==> src/rtl/counter_reader_pkg.sv <==
// Shared types and defaults for the 64-bit counter snapshot reader.
// Used by the reader, the counter block and the bench.
package counter_reader_pkg;

   localparam int PKG_DATABUS  = 32;
   localparam int PKG_COUNTLEN = 64;
   localparam int PKG_TIMEOUT  = 16;

   typedef enum logic [1:0] {
      IDLE  = 2'd0,
      RD_LO = 2'd1,
      RD_HI = 2'd2,
      OUT   = 2'd3
   } state_e;

endpackage

==> src/rtl/counter_reader.sv <==
// Reads a 64-bit counter as two atomic 32-bit halves and presents
// the assembled value plus its difference from the previous snapshot.
module counter_reader
   import counter_reader_pkg::*;
#(
   parameter int DATABUS  = PKG_DATABUS,
   parameter int COUNTLEN = PKG_COUNTLEN,
   parameter int TIMEOUT  = PKG_TIMEOUT
) (
   input  logic                clk,
   input  logic                reset,
   input  logic                sample_i,
   output logic                req_o,
   output logic                atomic_o,
   input  logic                ack_i,
   input  logic [DATABUS-1:0]  data_i,
   output logic [COUNTLEN-1:0] value_o,
   output logic [COUNTLEN-1:0] delta_o,
   output logic                valid_o,
   input  logic                ready_i,
   output logic                busy_o,
   output logic                timeout_o
);

   localparam int WW = $clog2(TIMEOUT + 1);

   state_e              r_state;
   logic                r_req;
   logic [WW-1:0]       r_wait;
   logic [DATABUS-1:0]  r_lo;
   logic [COUNTLEN-1:0] r_value;
   logic [COUNTLEN-1:0] r_delta;
   logic                r_timeout;

   logic                w_ack;
   logic                w_expire;
   logic [COUNTLEN-1:0] w_new;

   // An ack only counts while a request is actually on the bus.
   assign w_ack    = r_req & ack_i;
   assign w_expire = r_req & ~ack_i
                   & (r_wait == WW'(TIMEOUT - 1));
   assign w_new    = {data_i, r_lo};

   assign req_o     = r_req;
   assign atomic_o  = r_req & (r_state == RD_LO);
   assign valid_o   = (r_state == OUT);
   assign busy_o    = (r_state != IDLE);
   assign value_o   = r_value;
   assign delta_o   = r_delta;
   assign timeout_o = r_timeout;

   always_ff @(posedge clk) begin
      if (!reset) begin
         r_state   <= IDLE;
         r_req     <= 1'b0;
         r_wait    <= '0;
         r_lo      <= '0;
         r_value   <= '0;
         r_delta   <= '0;
         r_timeout <= 1'b0;
      end else begin
         unique case (r_state)
            IDLE: begin
               if (sample_i) begin
                  r_state <= RD_LO;
                  r_wait  <= '0;
               end
            end
            RD_LO, RD_HI: begin
               // Each read opens with one request-free cycle,
               // which gives the gap between the two halves.
               if (w_ack) begin
                  r_req  <= 1'b0;
                  r_wait <= '0;
                  if (r_state == RD_LO) begin
                     r_lo    <= data_i;
                     r_state <= RD_HI;
                  end else begin
                     r_value <= w_new;
                     r_delta <= w_new - r_value;
                     r_state <= OUT;
                  end
               end else if (w_expire) begin
                  r_req     <= 1'b0;
                  r_timeout <= 1'b1;
                  r_state   <= IDLE;
               end else begin
                  r_req <= 1'b1;
                  if (r_req) r_wait <= r_wait + WW'(1);
               end
            end
            OUT: begin
               if (ready_i) r_state <= IDLE;
            end
            default: r_state <= IDLE;
         endcase
      end
   end

endmodule
==> config.mk <==
export PLATFORM = sky130hd
export DESIGN_NAME = counter_reader
export DESIGN_NICKNAME = d
export VERILOG_FILES = /design/src/rtl/counter_reader_pkg.sv /design/src/rtl/counter_reader.sv
export SDC_FILE = /design/constraint.sdc
export NUM_CORES = 1
export LEC_CHECK = 0
export CAP_MARGIN = 20
export CORE_MARGIN = 1
export CORE_UTILIZATION = 33
export CTS_CLUSTER_DIAMETER = 50
export DETAILED_ROUTE_END_ITERATION = 8
export REMOVE_ABC_BUFFERS = 1
export SETUP_SLACK_MARGIN = 0.2
export SLEW_MARGIN = 20
export SYNTH_ARGS = -nofsm -noshare
export SYNTH_HDL_FRONTEND = slang
export SYNTH_SLANG_ARGS = --single-unit
==> constraint.sdc <==
create_clock -name clk -period 4.2 [get_ports clk]
set_clock_uncertainty 0.15 [all_clocks]
set_input_delay 0.42 -clock clk [delete_from_list [all_inputs] [get_ports clk]]
set_output_delay 0.42 -clock clk [all_outputs]
set_load 0.02 [all_outputs]
==> impl_metrics.prom <==
# TYPE chip_impl_metric gauge
chip_impl_info{name="netlist.top_cell.by_area",value="dfxtp_1"} 1
chip_impl_metric{name="dieHeight",unit="um"} 180
chip_impl_metric{name="die_x",unit="um"} 180
chip_impl_metric{name="final_cell_count_no_fill",unit=""} 1867
chip_impl_metric{name="worst_r2r_path_depth",unit=""} 13
chip_impl_metric{name="pwr_density_cell",unit="nW/um^2"} 305
chip_impl_metric{name="clock-sinks",unit=""} 169
chip_impl_metric{name="worst-slew-pin-transition",unit="ps"} 655
chip_impl_metric{name="postSynth.asyncResetShare",unit=""} 0
chip_impl_metric{name="cts_made_buffers",unit=""} 17
chip_impl_metric{name="finalMaxSlewViolations",unit=""} 0
chip_impl_info{name="dominantRegCellSynth",value="dfxtp_1"} 1
chip_impl_metric{name="number_of_diodes_added_for_antenna_fixing",unit=""} 0
chip_impl_info{name="worstSetupStartpoint",value="r_lo[0]"} 1
chip_impl_metric{name="post_synth_and_or_nand_nor_area_fraction",unit=""} 0.215
chip_impl_metric{name="core_region_area",unit="sq um"} 30800
chip_impl_metric{name="cts_hold_buf",unit=""} 0
chip_impl_metric{name="critical_path.max_fanout",unit=""} 4
chip_impl_metric{name="first_global_vias",unit=""} 9173
chip_impl_metric{name="drive_above_1_share",unit=""} 0.0585
chip_impl_metric{name="detailed_place_hpwl",unit="mm"} 22.9
chip_impl_info{name="leading_post_synthesis_cells_by_instance_count",value="nand2_1 (306), dfxtp_1 (169), a21boi_0 (107), inv_1 (81), o21ai_0 (76)"} 1
chip_impl_metric{name="finalHoldViolCount",unit=""} 0
chip_impl_metric{name="fmax",unit="GHz"} 0.274
chip_impl_info{name="cts_tree",value="built"} 1
chip_impl_metric{name="detailed_place.area",unit="sq um"} 12400
chip_impl_metric{name="detail-route-antenna-nets",unit=""} 0
chip_impl_metric{name="synth-warning-count",unit=""} 0
chip_impl_info{name="r2r-start",value="r_lo[0]"} 1
chip_impl_metric{name="final_area",unit="sq um"} 13000
chip_impl_metric{name="initial_standard_cell_utilization_of_the_core",unit=""} 0.339
chip_impl_metric{name="yosys.area.top_type_share",unit=""} 0.324
chip_impl_metric{name="nNetsFinal",unit=""} 1565
chip_impl_metric{name="fillers",unit=""} 3162
chip_impl_metric{name="synth_area",unit="sq um"} 10400
chip_impl_metric{name="grt_overflow_total",unit=""} 0
chip_impl_metric{name="design.portCount",unit=""} 170
chip_impl_metric{name="reg2reg_setup_slack",unit="ps"} 550
chip_impl_metric{name="dr.pass1.iters",unit=""} 8
chip_impl_metric{name="final_period_minus_worst_setup_slack",unit="ps"} 3650
chip_impl_metric{name="fin_ws",unit="ps"} 551
chip_impl_metric{name="viasPerCell",unit=""} 5.12
chip_impl_metric{name="cp_data_arrival_time",unit="ps"} 3820
chip_impl_metric{name="design.die.area",unit="sq um"} 32300
chip_impl_metric{name="vdd_drop_max",unit="mV"} 0.292
chip_impl_metric{name="synth_compound_area_frac",unit=""} 0.268
chip_impl_metric{name="drv.max_cap_violation_count",unit=""} 0
chip_impl_metric{name="worst_skew_pair.late_latency",unit="ps"} 430
chip_impl_metric{name="post_synth_num_cell_types",unit=""} 90
chip_impl_metric{name="areaGrowthSynthToFinish",unit="%"} 24.2
chip_impl_info{name="setup.worst_path.start_class",value="register"} 1
chip_impl_metric{name="synthesis.instances",unit=""} 1335
chip_impl_metric{name="routedWlPerCell",unit="um"} 16.5
chip_impl_metric{name="pre_cts_ws",unit="ps"} 379
chip_impl_info{name="crit_path_end_kind",value="register"} 1
chip_impl_metric{name="postCtsSetupBuffers",unit=""} 0
chip_impl_metric{name="core_rows",unit=""} 64
chip_impl_metric{name="worst_ep_required_time",unit="ps"} 4370
chip_impl_metric{name="power.leakage",unit="nW"} 4.82
chip_impl_metric{name="slew-limit-headroom",unit=""} 0.563
chip_impl_metric{name="finalWeightedCongestion",unit=""} 0.873
chip_impl_metric{name="synth_enable_flop_cells",unit=""} 0
chip_impl_metric{name="grt_use_total",unit=""} 0.191
chip_impl_metric{name="io_buffer_count",unit=""} 169
chip_impl_info{name="synthMostInstantiatedCell",value="nand2_1"} 1
chip_impl_metric{name="wire_length_of_the_first_global_routing_pass",unit="mm"} 49.6
chip_impl_metric{name="cts-root-to-sink-buffers",unit=""} 2
chip_impl_metric{name="dpl.cell_count",unit=""} 1835
chip_impl_metric{name="initialDrtViolationCount",unit=""} 636
chip_impl_metric{name="yosys.area_share.adder",unit=""} 0.0846
chip_impl_metric{name="synth_xor_area_frac",unit=""} 0.0428
chip_impl_info{name="clk_root_buffer_cell",value="clkbuf_16"} 1
chip_impl_metric{name="detailroute.via_count",unit=""} 9556
chip_impl_metric{name="syn_avg_cell_area",unit="sq um"} 7.82
chip_impl_metric{name="drt-total-wl",unit="mm"} 30.8
chip_impl_info{name="crit_end",value="delta_o[62]"} 1
chip_impl_metric{name="pin_count_of_the_biggest_net_entering_global_routing",unit=""} 104
chip_impl_info{name="critPathKind",value="register to register"} 1
chip_impl_metric{name="clk_pin_slew_worst_paths",unit="ps"} 70
chip_impl_metric{name="finalSetupViolCount",unit=""} 0
chip_impl_info{name="rsz0062_at_grt",value="false"} 1
chip_impl_info{name="worst_hold_path_type",value="register to register"} 1
chip_impl_info{name="r2r_end",value="delta_o[62]"} 1
chip_impl_info{name="failing_checks",value="DRC"} 1
chip_impl_metric{name="synth.area.mux_share",unit=""} 0.00396
chip_impl_info{name="result_of_the_run",value="finished with violations"} 1
chip_impl_metric{name="proportion_of_synthesized_chip_area_in_sequential_cells",unit=""} 0.324
chip_impl_metric{name="drc",unit=""} 16
chip_impl_info{name="netlist_top_cells_area",value="dfxtp_1 (32%), nand2_1 (11%), ha_1 (8.3%)"} 1
chip_impl_metric{name="timing.final.crit_share",unit=""} 0.869
chip_impl_metric{name="htree_levels",unit=""} 4
chip_impl_info{name="main_combinational_cell_family_by_area_after_synthesis",value="compound AO/OA/AOI/OAI gates"} 1
chip_impl_metric{name="initial_antenna_violation_count",unit=""} 0
chip_impl_metric{name="synth_seq_cells",unit=""} 169
chip_impl_metric{name="cts.repair.resized",unit=""} 0
==> final cells by class <==
cell class                      count  area [sq um]  share of cell area
Sequential cell                   169          3380               0.261
Clock inverter                     13           123             0.00946
Tap cell                          396           495              0.0382
Inverter                           81           304              0.0235
Timing Repair Buffer              178          1780               0.138
Clock buffer                       19           443              0.0342
Multi-Input combinational cell   1011          6430               0.496
==> sequential cells by signal, indices dropped and copies added (netlist names) <==
signal,flops
delta_o,64
r_lo,32
r_state,2
r_wait,5
req_o,1
timeout_o,1
value_o,64
==> stage by stage <==
step                      TNS (ps)  power [mW]  hold slack [ps]   util
after global placement           0        2.43              291  0.402
after global routing             0        4.12              335  0.420
after floorplan             -27650        2.16              304      -
final                            0        3.95              306  0.420
after CTS                        0        3.99              307  0.420
after detailed placement         0        2.43              295  0.402
==> placed cells by master, fill, tap and decap left out, types with 5 or more instances in the layout <==
| cell type | synthesis | layout |
|---|---|---|
| nand3_1 | 19 | 19 |
| and2_1 | 33 | 33 |
| o211a_1 | 8 | 8 |
| buf_4 | 2 | 8 |
| o21ai_1 | 6 | 6 |
| clkdlybuf4s50_1 | 0 | 168 |
| o21ai_0 | 76 | 76 |
| xor2_1 | 20 | 20 |
| inv_1 | 81 | 81 |
| a21o_2 | 5 | 5 |
| a21boi_0 | 107 | 107 |
| a21oi_1 | 69 | 69 |
| xnor2_1 | 31 | 31 |
| o21bai_1 | 13 | 13 |
| o31ai_1 | 6 | 6 |
| clkinvlp_4 | 0 | 7 |
| nand2_1 | 306 | 306 |
| a31oi_1 | 9 | 9 |
| nand4_1 | 21 | 21 |
| nand3b_1 | 5 | 5 |
| a21o_1 | 39 | 39 |
| nand2b_1 | 9 | 8 |
| nor2_1 | 46 | 44 |
| o21a_1 | 8 | 8 |
| clkbuf_16 | 0 | 17 |
| ha_1 | 69 | 69 |
| and3_1 | 6 | 6 |
| nor2b_1 | 7 | 7 |
| dfxtp_1 | 169 | 169 |
==> per-layer routing <==
metal | wire (um) | GRT usage
met4 | 491 | 0.0493
met2 | 13800 | 0.311
met1 | 14900 | 0.258
met3 | 1670 | 0.0371
met5 | 0 | 0
==> report_power, final <==
part	switching (mW)	internal, mW
Sequential	0.0265	1.63
Combinational	0.439	0.299
Clock	0.717	0.837
==> worst min-delay path by stage <==
stage	from	to	slack, ps	depth (start not counted)
after floorplan	r_wait[3]	r_wait[3]	300	2
after global placement	delta_o[45]	delta_o[45]	290	2
after detailed placement	delta_o[45]	delta_o[45]	290	2
after CTS	delta_o[45]	delta_o[45]	310	2
after global routing	delta_o[45]	delta_o[45]	340	2
final	delta_o[45]	delta_o[45]	310	2
==> critical path, cell delays in order (launching register included) <==
cell	delay, ps
dfxtp_1	360
inv_1	50
ha_1	200
fa_1	420
nor2b_1	170
o2111ai_1	220
a31oi_2	360
o211ai_2	190
a211oi_2	300
o21ai_2	160
o31ai_4	250
a311oi_1	190
o211a_1	250
a211o_1	260
==> kinds of logic after synthesis <==
logic type | count (synthesis)
DFF | 169
xor gates and xnor gates | 51
and+or+nand+nor | 488
muxes | 4
AOI/OAI and AO/OA | 398
buffers and inverters | 155
adders and majority gates | 70
Note: power is estimated with default switching activity, not from simulation.
